**src/rtl/spi_reg_target.sv**
```systemverilog
// SPI mode-0 target, oversampled on clk, serving an MCP23S17-style register file with auto-increment.
// Latency: sclk pin edge -> rise/fall pulse SYNC_STAGES+1 clk, fall -> miso SYNC_STAGES+2 clk; no backpressure.
module spi_reg_target #(
  parameter int         NUM_REGS    = 22,
  parameter int         ADDR_W      = 8,
  parameter logic [2:0] DEV_ADDR    = 3'b000,
  parameter logic [3:0] OPCODE_BASE = 4'b0100,
  parameter int         AUTO_INC    = 1,
  parameter int         SYNC_STAGES = 2
) (
  input  logic              clk,
  input  logic              rstn,
  input  logic              sclk_i,
  input  logic              csn_i,
  input  logic              mosi_i,
  output logic              miso_o,
  output logic              miso_oe_o,
  input  logic              host_we_i,
  input  logic [ADDR_W-1:0] host_addr_i,
  input  logic [7:0]        host_wdata_i,
  output logic [7:0]        host_rdata_o,
  output logic              wr_stb_o,
  output logic [ADDR_W-1:0] wr_addr_o,
  output logic [7:0]        wr_data_o,
  output logic              busy_o,
  output logic              abort_o
);

  typedef enum logic [2:0] {S_IDLE, S_OPCODE, S_ADDR, S_WDATA, S_RDATA, S_IGNORE} state_t;

  logic [SYNC_STAGES-1:0] sclk_sync, csn_sync, mosi_sync, settle;
  logic                   sclk_s, csn_s, mosi_s, sclk_d, rise, fall, armed;
  state_t                 state, state_nx;
  logic [2:0]             bit_cnt;
  logic [7:0]             sh_in, sh_out, rx_byte;
  logic [ADDR_W-1:0]      addr, addr_nx, rx_addr;
  logic                   rd_flag, byte_done, op_match, spi_we, load_out;
  logic [7:0]             regs [NUM_REGS];

  function automatic logic in_range(input logic [ADDR_W-1:0] a);
    return int'(a) < NUM_REGS;
  endfunction

  function automatic logic [ADDR_W-1:0] adv(input logic [ADDR_W-1:0] a);
    if (AUTO_INC == 0) return a;
    if (int'(a) >= NUM_REGS - 1) return '0;
    return a + ADDR_W'(1);
  endfunction

  assign sclk_s = sclk_sync[SYNC_STAGES-1];
  assign csn_s  = csn_sync[SYNC_STAGES-1];
  assign mosi_s = mosi_sync[SYNC_STAGES-1];

  always_ff @(posedge clk) begin
    if (!rstn) begin
      sclk_sync <= '0;
      csn_sync  <= '1;
      mosi_sync <= '0;
      settle    <= '0;
      sclk_d    <= 1'b0;
      rise      <= 1'b0;
      fall      <= 1'b0;
    end else begin
      sclk_sync <= {sclk_sync[SYNC_STAGES-2:0], sclk_i};
      csn_sync  <= {csn_sync[SYNC_STAGES-2:0], csn_i};
      mosi_sync <= {mosi_sync[SYNC_STAGES-2:0], mosi_i};
      settle    <= {settle[SYNC_STAGES-2:0], 1'b1};
      sclk_d    <= sclk_s;
      rise      <= sclk_s & ~sclk_d;
      fall      <= ~sclk_s & sclk_d;
    end
  end

  assign rx_byte   = {sh_in[6:0], mosi_s};
  assign rx_addr   = rx_byte[ADDR_W-1:0];
  assign byte_done = rise && (bit_cnt == 3'd7);
  assign op_match  = (rx_byte[7:4] == OPCODE_BASE) && (rx_byte[3:1] == DEV_ADDR);
  assign miso_oe_o = (state == S_RDATA);
  assign abort_o   = csn_s && (state != S_IDLE) && (bit_cnt != 3'd0);

  always_comb begin
    state_nx = state;
    addr_nx  = addr;
    spi_we   = 1'b0;
    load_out = 1'b0;
    case (state)
      S_IDLE:   if (armed && !csn_s) state_nx = S_OPCODE;
      S_OPCODE: if (byte_done) state_nx = op_match ? S_ADDR : S_IGNORE;
      S_ADDR: begin
        if (byte_done) begin
          addr_nx = rx_addr;
          if (!in_range(rx_addr)) begin
            state_nx = S_IGNORE;
          end else if (rd_flag) begin
            state_nx = S_RDATA;
            load_out = 1'b1;
          end else begin
            state_nx = S_WDATA;
          end
        end
      end
      S_WDATA: begin
        if (byte_done) begin
          spi_we  = 1'b1;
          addr_nx = adv(addr);
        end
      end
      S_RDATA: begin
        if (byte_done) begin
          addr_nx  = adv(addr);
          load_out = 1'b1;
        end
      end
      default: ;
    endcase
    // csn release overrides everything, including a byte completing in the same clk
    if (csn_s) begin
      state_nx = S_IDLE;
      spi_we   = 1'b0;
      load_out = 1'b0;
    end
  end

  always_ff @(posedge clk) begin
    if (!rstn) begin
      state   <= S_IDLE;
      armed   <= 1'b0;
      bit_cnt <= 3'd0;
      sh_in   <= 8'h00;
      addr    <= '0;
      rd_flag <= 1'b0;
      busy_o  <= 1'b0;
    end else begin
      state <= state_nx;
      addr  <= addr_nx;
      // only join frames that start after the synchroniser has seen a real idle csn
      if (settle[SYNC_STAGES-1] && csn_s) armed <= 1'b1;
      if (state == S_IDLE) begin
        bit_cnt <= 3'd0;
        sh_in   <= 8'h00;
      end else if (rise) begin
        bit_cnt <= bit_cnt + 3'd1;
        sh_in   <= rx_byte;
      end
      if (state == S_OPCODE && byte_done) rd_flag <= rx_byte[0];
      if (csn_s) busy_o <= 1'b0;
      else if (state == S_OPCODE && byte_done && op_match) busy_o <= 1'b1;
    end
  end

  always_ff @(posedge clk) begin
    if (!rstn) begin
      sh_out       <= 8'h00;
      miso_o       <= 1'b0;
      wr_stb_o     <= 1'b0;
      wr_addr_o    <= '0;
      wr_data_o    <= 8'h00;
      host_rdata_o <= 8'h00;
      for (int i = 0; i < NUM_REGS; i++) regs[i] <= 8'h00;
    end else begin
      wr_stb_o <= spi_we;
      if (spi_we) begin
        wr_addr_o <= addr;
        wr_data_o <= rx_byte;
      end
      if (load_out) sh_out <= regs[addr_nx];
      else if (miso_oe_o && fall) sh_out <= {sh_out[6:0], 1'b0};
      if (miso_oe_o && fall) miso_o <= sh_out[7];
      else if (state == S_IDLE) miso_o <= 1'b0;
      for (int i = 0; i < NUM_REGS; i++) begin
        if (spi_we && int'(addr) == i) regs[i] <= rx_byte;
        else if (host_we_i && int'(host_addr_i) == i) regs[i] <= host_wdata_i;
      end
      host_rdata_o <= in_range(host_addr_i) ? regs[host_addr_i] : 8'h00;
    end
  end

endmodule

```
**config.mk**
```make
export PLATFORM = sky130hd
export DESIGN_NAME = spi_reg_target
export DESIGN_NICKNAME = d
export VERILOG_FILES = /design/src/rtl/spi_reg_target.sv
export SDC_FILE = /design/constraint.sdc
export NUM_CORES = 1
export LEC_CHECK = 0
export ABC_CLOCK_PERIOD_IN_PS = 3430
export CAP_MARGIN = 10
export CORE_AREA = 2 2 166 152
export DETAILED_ROUTE_END_ITERATION = 8
export DIE_AREA = 0 0 168 154
export GPL_TIMING_DRIVEN = 0
export HOLD_SLACK_MARGIN = 0.08
export PLACE_DENSITY = 0.76
export SLEW_MARGIN = 20
export SYNTH_ARGS = -nofsm -noshare
export SYNTH_HDL_FRONTEND = slang
export SYNTH_SLANG_ARGS = --single-unit
```
**constraint.sdc**
```tcl
create_clock -name clk -period 3.43 [get_ports clk]
set_input_delay 0.686 -clock clk [delete_from_list [all_inputs] [get_ports clk]]
set_output_delay 0.686 -clock clk [all_outputs]
set_load 0.01 [all_outputs]
```
==> flow_summary_export.csv <==
group,metric,value,unit
run_status,status,"finished, violations left",
run_status,violations,"setup timing",
flow_run,max_cap_viol_count,0,
yosys,synth_area_per_cell,10.28,µm²
route,drt-pass1-iter-count,6,
floorplanning,start_util,57.71,%
place,port-buffer-count,49,
sta,relSlewSlack,20.45,%
floorplanning,die_x,168,µm
sta,post-route-period-util,101.5,%
pwr,powerDensity,418.6,mW/mm²
yosys,yosysSeqAreaShare,48.16,%
clocking,insertion_delay,550,ps
sta,fin_skew,9.513,ps
place,gp_congestion,1.054,
route,detail-route-antenna-nets,0,
global_route,grt_start_max_net_pins,20,
sta,finalSetupViolCount,9,
yosys,synth_edf_count,176,
clocking,clk_pin_slew,70,ps
cells_and_area,final_util,66.28,%
global_route,antenna_found_initial,0,
clocking,ctsLongestPathBuffers,3,
yosys,synth_cell_types,75,
pwr,leakage,5.402,nW
critical_path,worstSetupPathType,"register to register",
yosys,synth_ff_type,"edfxtp_1",
cells_and_area,layout-drive-gt1-share,14.52,%
clocking,postCtsHoldBufs,0,
route,drt_iter0_drc,2111,
global_route,grt_remaining_overflow,0,
yosys,async_reset_ff_share,0,%
yosys,yosys_warnings,0,
pwr,ir_drop,0.3477,mV
yosys,ys_ff_latch,245,
critical_path,cp_data_arrival_time,3920,ps
global_route,grt_pass1_wl,77030,µm
cells_and_area,nets,1469,
clocking,cts_made_buffers,26,
floorplanning,coreArea,0.02399,mm²
route,wl_per_cell,30.29,µm
cells_and_area,n_antenna_cell,0,
cells_and_area,fillerInstances,1862,
route,wl,53560,µm
route,post-route-drc-count,0,
sta,fin_crit,3480,ps
sta,worst_pin_slew,1191,ps
clocking,cts_tree,"done",
sta,drv_slew,0,
floorplanning,fp-row-count,54,
critical_path,critPathLaunchType,"register",
route,viasPerCell,7.111,
floorplanning,fp.dieH,154,µm
clocking,cts.sink_count,245,
clocking,cts_max_level,1,
critical_path,worstPathMaxFanout,10,
critical_path,crit_path_end_kind,"register",
route,vias,12570,
sta,fin_ws,-49.78,ps
yosys,syn_area,0.01384,mm²
sta,hold_viol_final,0,
floorplanning,dieArea,0.02587,mm²
yosys,syn_nets,1376,
yosys,synthCells,1347,
global_route,grt_pass1_vias,11640,
cells_and_area,syn_to_final_growth,14.84,%
global_route,track_usage,41.13,%
place,dp_hpwl,38230,µm
sta,fmax,0.2874,GHz
clocking,cts_root_buffer,"clkbuf_16",
place,pre_cts_ws,-1350,ps
sta,rsz0062_at_grt,"true",
critical_path,crit_required,3870,ps
floorplanning,io_pins,51,
hold_path,hp-class,"register to register",
==> kinds of logic after synthesis <==
logic type,synth area share (%)
and+or+nand+nor,16.42
DFF,48.16
adders and majority gates,0.6327
muxes,12.86
xor gates and xnor gates,0.1899
buffers and inverters,4.357
AOI/OAI and AO/OA,17.37
==> Yosys cell counts, types with 5 or more instances <==
library cell | number | area share (%)
nand3b_1 | 13 | 0.71
and3_1 | 9 | 0.41
a211oi_1 | 15 | 0.81
nor2b_1 | 7 | 0.32
clkbuf_1 | 81 | 2.2
a22o_1 | 92 | 5.8
nor3_1 | 12 | 0.43
dfxtp_1 | 69 | 10
mux4_2 | 54 | 8.8
o22ai_1 | 8 | 0.36
a31oi_1 | 13 | 0.59
o211ai_1 | 7 | 0.38
nand3_1 | 21 | 0.76
o21ai_0 | 84 | 3.0
edfxtp_1 | 176 | 38
or3_1 | 5 | 0.23
mux2_2 | 11 | 0.89
inv_1 | 11 | 0.30
buf_6 | 8 | 0.65
nand2_1 | 271 | 7.3
nor2_1 | 118 | 3.2
nor3b_1 | 5 | 0.27
buf_1 | 6 | 0.16
buf_4 | 7 | 0.38
a221oi_1 | 6 | 0.38
ha_1 | 7 | 0.63
a21oi_1 | 71 | 2.6
buf_2 | 17 | 0.61
nand2b_1 | 16 | 0.72
and2_1 | 14 | 0.63
mux2i_1 | 44 | 3.2
a32o_1 | 7 | 0.51
==> final cells by class <==
type | instances | area (µm²) | share of cell area, %
Inverter | 13 | 52.55 | 0.3306
Clock inverter | 10 | 75.07 | 0.4723
Timing Repair Buffer | 67 | 629.4 | 3.959
Multi-Input combinational cell | 970 | 6759 | 42.52
Sequential cell | 245 | 6670 | 41.96
Clock buffer | 38 | 737.0 | 4.636
Tap cell | 308 | 385.4 | 2.424
Buffer | 117 | 588.1 | 3.699
==> cells in the final DEF (no fill, tap or decap), drive strengths merged, types with 9 or more instances in the layout <==
cell           Yosys  layout
mux4              54      54
buf               38      56
nor3              14      14
inv               12      11
a211oi            16      16
a21oi             73      73
edfxtp           176     176
nand3             21      21
and3               9       9
o21ai             87      87
nand3b            14      14
nor2             118     118
nand2b            16      16
dfxtp             69      69
and2              14      14
nand2            272     272
mux2i             44      44
mux2              11      11
o22ai              9       9
a22o              92      92
clkbuf            81     116
clkdlybuf4s50      0      49
a31oi             15      15
==> worst paths after layout <==
kind                              startpoint         to  slack [ps]  depth (start not counted)
worst max-delay path                 addr[1]  sh_out[4]         -50                         14
worst min-delay path            sclk_sync[1]       fall         400                          1
worst max register to register       addr[1]  sh_out[4]         -50                         14
worst min register to register  sclk_sync[1]       fall         400                          1
==> through the flow <==
step	hold WS (ps)	area, µm²	cells	TNS (ps)	power, mW
3_5_place_dp	394.0	14720	1704	-166910	3.913
6_report	403.2	15900	1768	-174.6	6.654
2_1_floorplan	382.7	13840	1347	0	3.672
3_3_place_gp	392.6	14720	1704	-153810	3.905
5_1_grt	412.2	15900	1768	-134.9	6.736
4_1_cts	403.8	15710	1759	0	6.583
==> metal layers <==
metal	share of wire, %	GRT usage (%)	up-vias	wire length [µm]
li1	-	-	5180	-
met1	35	55.02	5947	18820
met2	41	58.72	1197	21940
met3	17	15.62	248	9222
met4	6.7	20.70	0	3578
met5	0	0	-	0
==> critical path, stage by stage (launching register included) <==
cell	delay, ps
dfxtp_4	420
clkinvlp_4	110
buf_4	150
ha_4	180
nor3b_4	160
o21ai_1	260
nand2_1	200
o211ai_4	310
buf_4	210
buf_4	270
buf_4	280
a32oi_1	120
a211oi_1	360
a21oi_2	120
a21o_1	200
==> report_power, final <==
group | internal (mW) | total [mW] | switching (mW)
clock network | 1.56 | 2.76 | 1.20
logic | 0.196 | 0.531 | 0.335
registers | 3.28 | 3.37 | 0.0872
==> registers in the layout, summed over array words and instances, names as in the netlist, 2 cells and up <==
signal / flops
state: 3
wr_data_o: 8
regs: 176
wr_addr_o: 8
csn_sync: 2
sh_out: 8
host_rdata_o: 8
bit_cnt: 3
sh_in: 7
sclk_sync: 2
addr: 8
settle: 2
mosi_sync: 2
==> timing repair <==
item	CTS	global route
resized for setup	30	36
endpoints found under the hold margin	0	0
setup endpoints to repair	162	169
pin swaps	2	6
buffers inserted	8	10
(Power assumes the default switching activity.)
